--- src/rtl/shift_arbiter_if.sv ---
// shift_arbiter_if -- bundle of every non-clock signal around shift_arbiter.
//
// Groups three ports:
//   request  : reqValid/reqReady handshake plus reqData, reqLeft and reqCount,
//              which hold two requesters side by side (requester i owns bit i,
//              byte i and nibble i).
//   shifter  : srEnable/srLoad/srShiftLeft/srDatain drive an external 8-bit
//              bidirectional shift register; srDataout returns its contents.
//   response : rspValid/rspReady handshake with rspId and rspData.
//
// Modports:
//   slave  -- the arbiter side (shift_arbiter uses this one).
//   master -- the environment side: the requesters, the shift register and
//             the result consumer.
interface shift_arbiter_if;
  logic [1:0]  reqValid;
  logic [1:0]  reqReady;
  logic [15:0] reqData;
  logic [1:0]  reqLeft;
  logic [7:0]  reqCount;
  logic        srEnable;
  logic        srLoad;
  logic        srShiftLeft;
  logic [7:0]  srDatain;
  logic [7:0]  srDataout;
  logic        rspValid;
  logic        rspReady;
  logic        rspId;
  logic [7:0]  rspData;

  modport slave (
    input  reqValid, reqData, reqLeft, reqCount, srDataout, rspReady,
    output reqReady, srEnable, srLoad, srShiftLeft, srDatain,
           rspValid, rspId, rspData
  );

  modport master (
    output reqValid, reqData, reqLeft, reqCount, srDataout, rspReady,
    input  reqReady, srEnable, srLoad, srShiftLeft, srDatain,
           rspValid, rspId, rspData
  );
endinterface

--- src/rtl/shift_arbiter.sv ---
// shift_arbiter -- arbitrates two requesters onto one external 8-bit
// bidirectional shift register.
//
// A command carries a load byte, a direction and a shift count. The command is
// handled in four steps:
//   1. The command is accepted in IDLE.
//   2. LOAD puts the byte into the shift register.
//   3. SHIFT shifts the register once per cycle, count times. A count above 8
//      is clamped to 8.
//   4. RESP presents the register contents until the consumer accepts them.
// Only one command is in flight at a time.
//
// Ports:
//   clock -- rising-edge clock for all state.
//   reset -- asynchronous, active-high. It forces IDLE and discards any
//            operation in flight.
//   bus   -- shift_arbiter_if.slave. It carries the request, shifter and
//            response ports.
//
// Configuration:
//   SHIFT_ARB_ROUND_ROBIN_EN
//     Defined   : under contention, the requester not granted last wins.
//     Undefined : fixed priority. Requester 0 always wins contention, and no
//                 last-grant state exists.
module shift_arbiter (
  input  logic           clock,
  input  logic           reset,
  shift_arbiter_if.slave bus
);

  typedef enum logic [1:0] {IDLE, LOAD, SHIFT, RESP} state_t;

  state_t     state;
  logic [3:0] cnt;          // shifts still to perform
  logic       dir;          // captured direction, 1 = left
  logic       sr_enable;
  logic       sr_load;
  logic       sr_shift_left;
  logic [7:0] sr_datain;    // doubles as the captured load byte
  logic       rsp_valid;
  logic       rsp_id;

`ifdef SHIFT_ARB_ROUND_ROBIN_EN
  logic       last_grant;
`endif

  logic       winner;
  logic [1:0] grant;
  logic [7:0] sel_data;
  logic [3:0] sel_count;

  // Arbitration and the IDLE accept are combinational so that the transfer
  // happens in the same cycle the winner presents reqValid.
  always_comb begin
    // NOTE: every always_comb output gets a default first. A path that leaves
    // a signal unassigned would infer a latch.
    winner = ~bus.reqValid[0];
    grant  = 2'b00;
`ifdef SHIFT_ARB_ROUND_ROBIN_EN
    if (&bus.reqValid) winner = ~last_grant;
`endif
    // The grant is also masked during reset so reqReady reads 00 while reset
    // is held.
    if (state == IDLE && !reset && bus.reqValid[winner]) grant[winner] = 1'b1;
    sel_data  = winner ? bus.reqData[15:8] : bus.reqData[7:0];
    sel_count = winner ? bus.reqCount[7:4] : bus.reqCount[3:0];
  end

  // rspData mirrors the register directly. A registered copy taken when
  // entering RESP would catch the value from before the final shift.
  assign bus.rspData     = (state == RESP) ? bus.srDataout : 8'h00;
  assign bus.reqReady    = grant;
  assign bus.srEnable    = sr_enable;
  assign bus.srLoad      = sr_load;
  assign bus.srShiftLeft = sr_shift_left;
  assign bus.srDatain    = sr_datain;
  assign bus.rspValid    = rsp_valid;
  assign bus.rspId       = rsp_id;

  // NOTE: sequential state uses non-blocking assignments only. All registers
  // then update together at the edge, whatever the statement order.
  always_ff @(posedge clock or posedge reset) begin
    if (reset) begin
      state         <= IDLE;
      cnt           <= 4'd0;
      dir           <= 1'b0;
      sr_enable     <= 1'b0;
      sr_load       <= 1'b0;
      sr_shift_left <= 1'b0;
      sr_datain     <= 8'h00;
      rsp_valid     <= 1'b0;
      rsp_id        <= 1'b0;
`ifdef SHIFT_ARB_ROUND_ROBIN_EN
      last_grant    <= 1'b1;
`endif
    end else begin
      case (state)
        IDLE: begin
          if (|grant) begin
            state         <= LOAD;
            sr_enable     <= 1'b1;
            sr_load       <= 1'b1;
            sr_shift_left <= 1'b0;
            sr_datain     <= sel_data;
            dir           <= bus.reqLeft[winner];
            cnt           <= (sel_count > 4'd8) ? 4'd8 : sel_count;
            rsp_id        <= winner;
`ifdef SHIFT_ARB_ROUND_ROBIN_EN
            last_grant    <= winner;
`endif
          end
        end
        LOAD: begin
          sr_load <= 1'b0;
          if (cnt != 4'd0) begin
            state         <= SHIFT;
            sr_shift_left <= dir;
          end else begin
            state     <= RESP;
            sr_enable <= 1'b0;
            rsp_valid <= 1'b1;
          end
        end
        SHIFT: begin
          // cnt holds the shifts left including this one, so cnt == 1 is
          // the last shift cycle.
          if (cnt == 4'd1) begin
            state         <= RESP;
            sr_enable     <= 1'b0;
            sr_shift_left <= 1'b0;
            rsp_valid     <= 1'b1;
          end
          cnt <= cnt - 4'd1;
        end
        RESP: begin
          if (bus.rspReady) begin
            state     <= IDLE;
            rsp_valid <= 1'b0;
          end
        end
        default: state <= IDLE;
      endcase
    end
  end

endmodule
--- src/flat_wrapper.sv ---
// flat-port wrapper written by rule: the top's interface ports become plain ports
module shift_arbiter_flat 
  (clock, reset, bus_reqValid, bus_reqData, bus_reqLeft, bus_reqCount, bus_srDataout, bus_rspReady, bus_reqReady, bus_srEnable, bus_srLoad, bus_srShiftLeft, bus_srDatain, bus_rspValid, bus_rspId, bus_rspData);
  shift_arbiter_if bus_i ();
  input  logic clock;
  input  logic reset;
  input wire logic [$bits(bus_i.reqValid)-1:0] bus_reqValid;
  input wire logic [$bits(bus_i.reqData)-1:0] bus_reqData;
  input wire logic [$bits(bus_i.reqLeft)-1:0] bus_reqLeft;
  input wire logic [$bits(bus_i.reqCount)-1:0] bus_reqCount;
  input wire logic [$bits(bus_i.srDataout)-1:0] bus_srDataout;
  input wire logic [$bits(bus_i.rspReady)-1:0] bus_rspReady;
  output wire logic [$bits(bus_i.reqReady)-1:0] bus_reqReady;
  output wire logic [$bits(bus_i.srEnable)-1:0] bus_srEnable;
  output wire logic [$bits(bus_i.srLoad)-1:0] bus_srLoad;
  output wire logic [$bits(bus_i.srShiftLeft)-1:0] bus_srShiftLeft;
  output wire logic [$bits(bus_i.srDatain)-1:0] bus_srDatain;
  output wire logic [$bits(bus_i.rspValid)-1:0] bus_rspValid;
  output wire logic [$bits(bus_i.rspId)-1:0] bus_rspId;
  output wire logic [$bits(bus_i.rspData)-1:0] bus_rspData;
  assign bus_i.reqValid = bus_reqValid;
  assign bus_i.reqData = bus_reqData;
  assign bus_i.reqLeft = bus_reqLeft;
  assign bus_i.reqCount = bus_reqCount;
  assign bus_i.srDataout = bus_srDataout;
  assign bus_i.rspReady = bus_rspReady;
  assign bus_reqReady = bus_i.reqReady;
  assign bus_srEnable = bus_i.srEnable;
  assign bus_srLoad = bus_i.srLoad;
  assign bus_srShiftLeft = bus_i.srShiftLeft;
  assign bus_srDatain = bus_i.srDatain;
  assign bus_rspValid = bus_i.rspValid;
  assign bus_rspId = bus_i.rspId;
  assign bus_rspData = bus_i.rspData;
  shift_arbiter u_core (.clock(clock), .reset(reset), .bus(bus_i));
endmodule
--- config.mk ---
export PLATFORM = sky130hd
export DESIGN_NAME = shift_arbiter_flat
export DESIGN_NICKNAME = d
export VERILOG_FILES = /design/src/rtl/shift_arbiter_if.sv /design/src/rtl/shift_arbiter.sv /design/src/flat_wrapper.sv
export SDC_FILE = /design/constraint.sdc
export NUM_CORES = 1
export LEC_CHECK = 0
export ABC_AREA = 1
export BUFFER_PORTS_ARGS = -buffer_cell sky130_fd_sc_hd__buf_2
export CORE_UTILIZATION = 45
export CTS_BUF_LIST = sky130_fd_sc_hd__clkbuf_8 sky130_fd_sc_hd__clkbuf_16
export CTS_CLUSTER_DIAMETER = 150
export DETAILED_ROUTE_END_ITERATION = 8
export MAX_ROUTING_LAYER = met4
export PLACE_DENSITY_LB_ADDON = 0.05
export REMOVE_ABC_BUFFERS = 1
export SKIP_CTS_REPAIR_TIMING = 1
export SYNTH_ARGS = -nofsm -noshare
export SYNTH_HDL_FRONTEND = slang
export SYNTH_SLANG_ARGS = --single-unit
--- constraint.sdc ---
create_clock -name clock -period 2.9 [get_ports clock]
set_clock_uncertainty 0.1 [all_clocks]
set_input_delay 0.435 -clock clock [delete_from_list [all_inputs] [get_ports clock]]
set_output_delay 0.435 -clock clock [all_outputs]
set_load 0.01 [all_outputs]
# Yosys cells after proc, flatten, opt, wreduce, memory -nomap -nowiden

Index checks and enable logic that the tools add are counted.

Register bits: 20
Bits of input ports: 39
Output and inout port bits: 23
Logic and storage cells: 71

Add/subtract/negate cells: 1
$lt $le $gt $ge: 3
Eq/ne operators: 9
Muxes and demuxes: 30
Bitwise logic cells: 1
Reductions and logical operators: 18

Operators by type and width:

| kind                  | count |
|---|---|
| $mux W8               | 2 |
| $mux W1               | 14 |
| $mux W4               | 3 |
| $reduce_and A4 Y1     | 3 |
| $pmux W1 S3           | 3 |
| $mux W2               | 4 |
| $pmux W2 S4           | 1 |
| $pmux W4 S2           | 1 |
| $ne A2 B2 Y1 const B  | 3 |
| $reduce_and A2 Y1     | 3 |
| $reduce_bool A3 Y1    | 2 |
| $eq A2 B2 Y1 const B  | 2 |
| $eq A4 B1 Y1 const B  | 1 |
| $gt A4 B4 Y1 const B  | 1 |
| $ne A2 B1 Y1 const B  | 2 |
| $reduce_bool A2 Y1    | 2 |
| $reduce_bool A4 Y1    | 1 |
| $sub A4 B1 Y4 const B | 1 |
| $logic_and A1 B1 Y1   | 3 |
| $reduce_and A3 Y1     | 1 |
| $eq A2 B1 Y1 const B  | 1 |
| $logic_not A2 Y1      | 1 |
| $lt A1 B2 Y1 const B  | 1 |
| $pmux W1 S2           | 1 |
| other kinds (5)       | 5 |

# Logic depth before layout (Yosys ltp)

Word-level depth: 9
Depth in mapped cells: 10
Depth with buffers taken out: 10

# Worst setup path before layout

Ideal clock, no wire load.

Path type: reg-to-output
Start: reg u_core.state[0]
End: out bus_reqReady[1]
Arrival: 1.147 ns
Setup slack: 1.218 ns
Stages on the path, launching flop included: 7
Path buffers: 0
Cells stage by stage: dfrtp_1 inv_1 ha_1 inv_1 nor2_1 nand2_2 nor2_2

Word-level cells in the longest chain between the ends: 4

RTL lines:

| item                             | RTL line             | text |
|---|---|---|
| start, declared                  | shift_arbiter.sv:33  | `state_t state;` |
| start signal, assigned           | shift_arbiter.sv:84  | `state <= IDLE;` |
| start signal, assigned           | shift_arbiter.sv:100 | `state <= LOAD;` |
| start signal, assigned           | shift_arbiter.sv:116 | `state <= SHIFT;` |
| $logic_not A2 Y1                 | shift_arbiter.sv:64  | `if (state == IDLE && !reset && bus.reqValid[winner]) grant[winner] = 1'b1;` |
| $logic_and A1 B1 Y1 (2 in a row) | shift_arbiter.sv:64  |  |
| $mux W2                          | shift_arbiter.sv:64  |  |
| end, declared                    | flat_wrapper.sv:13   | `output wire logic [$bits(bus_i.reqReady)-1:0] bus_reqReady;` |

No other way between the ends.

# Worst setup path after layout

Start: reg u_core.state[0]
End: out bus_reqReady[0]

The elaborated chain is that of the path after synthesis.

==> run_results.csv <==
group,metric,value,unit
clocking,cts_sinks,20,
power_and_ir_drop,leakagePower,1.03,nW
timing,fmax,433,MHz
timing,finalHoldWorstSlack,217,ps
route,wl_per_cell,9.67,µm
logic_synthesis,synth_area_leader_cell,"dfrtp_1",
logic_synthesis,seq_area_frac_synth,41.7,%
power_and_ir_drop,pwr-share-seq,33.1,%
worst_setup_path,crit_required,2370,ps
route,viasPerCell,4.62,
timing,fin_ws,591,ps
floorplanning,num_io_pins,62,
route,drcViolationCount,0,
worst_setup_path,crit_path_max_fanout,14,
route,first_pass_iters,6,
final_layout,area_delta_synth_final,32.9,%
clocking,cts_buffer_depth,2,
floorplanning,start_util,48.0,%
worst_setup_path,arrival,1770,ps
placement,gp_congestion,0.860,
timing,rsz0062_at_grt,"false",
worst_setup_path,worstSetupPathType,"reg -> out",
timing,tns,0,ps
logic_synthesis,synthCells,180,
grt,track_usage,21.4,%
logic_synthesis,ys_warn_count,0,
clocking,cts.reportedPaths.clkPinSlew,80,ps
grt,grt_max_degree,21,
floorplanning,core,2500,µm²
logic_synthesis,synth_top_area_share,41.7,%
clocking,insertion_delay,250,ps
timing,slew-limit-headroom,49.2,%
worst_setup_path,path_cells,"inv_1, ha_1, inv_1, nor2_1, nand2_2, nor2_1, buf_4, buf_2",
min_path,hold_class,"in -> async",
logic_synthesis,ys_types,15,
floorplanning,row_count,18,
clocking,cts_buffers,3,
logic_synthesis,synth_area,1200,µm²
grt,grt_pass1_wl,4.46,mm
timing,fin_crit,2310,ps
clocking,htree_levels,1,
route,first_iter_violations,25,
floorplanning,die_area,2880,µm²
worst_setup_path,cp-end-kind,"output pin",
power_and_ir_drop,clockPowerShare,14.1,%
power_and_ir_drop,intPower,0.846,mW
power_and_ir_drop,peakVddDrop,0.662,mV
timing,worst_slew_pin_slew,762,ps
worst_setup_path,cpPeakStageDelay,420,ps
power_and_ir_drop,switchingPower,0.650,mW
outcome,status,"completed",
grt,grt_pass1_vias,1135,
placement,dp_hpwl,2.11,mm
route,ant_nets,0,
run,cap_violations,0,
final_layout,nets,290,
power_and_ir_drop,swShare,43.4,%
placement,place_ws,884,ps
timing,setup_viol,0,
floorplanning,fp.dieH,53.7,µm
grt,antenna_found_initial,0,
worst_setup_path,crit_path_start_kind,"flop",
timing,hold_violations,0,
clocking,cts_tree,"built",
power_and_ir_drop,power.density,937,nW/µm²
power_and_ir_drop,pwr-share-comb,52.8,%
timing,period_share,79.6,%
logic_synthesis,synth_area_per_cell,6.67,µm²
final_layout,antennaDiodeCount,0,
worst_setup_path,worst-path-buf-inv,4,
grt,grt-ovfl-total,0,
placement,io_buffer_count,61,
route,num_vias,1266,
worst_setup_path,crit_slowest_cell,"dfrtp_1",
timing,finalMaxSlewViolations,0,
logic_synthesis,ys_top_cells_by_area,"dfrtp_1 42%, nand2_1 25%, inv_1 8.1%, ha_1 6.3%, nand3_1 6.3%",
final_layout,final_area,1600,µm²
clocking,cts-root-buf,"clkbuf_8",
final_layout,drive_gt1_share,29.1,%
worst_setup_path,crit_family,"buffers and inverters",
placement,place_area,1540,µm²
floorplanning,die_w,53.7,µm
route,routed_wl,2.65,mm
logic_synthesis,synth-seq-cells,20,
-- layout by cell type (no fill, tap or decap), drive strengths merged --
| cell | n |
|---|---|
| a21oi | 3 |
| buf | 63 |
| clkbuf | 4 |
| dfrtp | 20 |
| ha | 6 |
| inv | 27 |
| nand2 | 82 |
| nand3 | 15 |
| nand4 | 1 |
| nor2 | 15 |
| o21ai | 7 |
| or2 | 1 |
-- synth_stat cells --
cell type and number:
buf_4 1, buf_2 2, inv_1 26, nor2_1 14
inv_2 1, o21ai_0 7, nand2_2 1, nand3_1 15
a21oi_1 3, or2_2 1, nand4_1 1, nand2_1 81
nor2_2 1, dfrtp_1 20, ha_1 6
-- final timing paths --
check                      slack [ps]                      to                   start  depth (start not counted)
setup / recovery                  590         bus_reqReady[0]         u_core.state[0]                          8
hold / removal                    220           u_core.cnt[3]                   reset                          2
setup reg to reg                 1130  u_core.bus.srShiftLeft         u_core.state[0]                          9
hold reg to reg                   400  u_core.bus.srDatain[7]  u_core.bus.srDatain[7]                          2
max in group asynchronous        2000  u_core.bus.srDatain[3]                   reset                          2
min in group clock                280  u_core.bus.srDatain[2]         bus_reqData[10]                          3
-- kinds of logic after synthesis --
logic type,count (synthesis),synth area share (%)
adder cells (fa/ha/maj),6,6.25
AO/OA/AOI/OAI,10,4.17
buffers and inverters,30,9.90
flip-flops,20,41.7
AND/OR/NAND/NOR,114,38.0
-- metrics by stage --
step,std cells,power (mW),utilization [%]
CTS,274,1.51,63.9
floorplan,177,1.04,-
finish,274,1.50,63.9
detailed placement,270,1.30,61.7
global placement,270,1.28,61.7
global route,274,1.66,63.9
-- registers in the layout (all words and copies together), names as in the netlist --
name and cells:
u_core.bus.srDatain 8, u_core.cnt 4, u_core.state 2, u_core.bus.rspId 1, u_core.bus.rspValid 1, u_core.bus.srEnable 1
u_core.bus.srLoad 1, u_core.bus.srShiftLeft 1, u_core.dir 1
-- power by group through the flow --
stage	logic, mW	clock network (mW)	registers [mW]
finish	0.790	0.211	0.495
global route	0.924	0.229	0.511
CTS	0.800	0.215	0.497
detailed placement	0.795	0	0.500
global placement	0.787	0	0.493
floorplan	0.506	0	0.532
-- routing by layer --
layer  vias up  GRT usage (%)  part of all wire [%]
met5         -              -                     0
li1        669              -                     -
met3         2           3.11                   6.0
met4         0           4.82                  0.72
met1       549           24.7                    46
met2        46           38.7                    48
-- area by class of cell --
class | count | area (µm²)
clock buffer | 4 | 55.1
fill | 242 | 903
inverter | 27 | 101
multi-input combinational | 130 | 582
sequential | 20 | 500
tap | 30 | 37.5
timing repair buffer | 63 | 320
No activity file was read; power rests on OpenSTA's default activity.
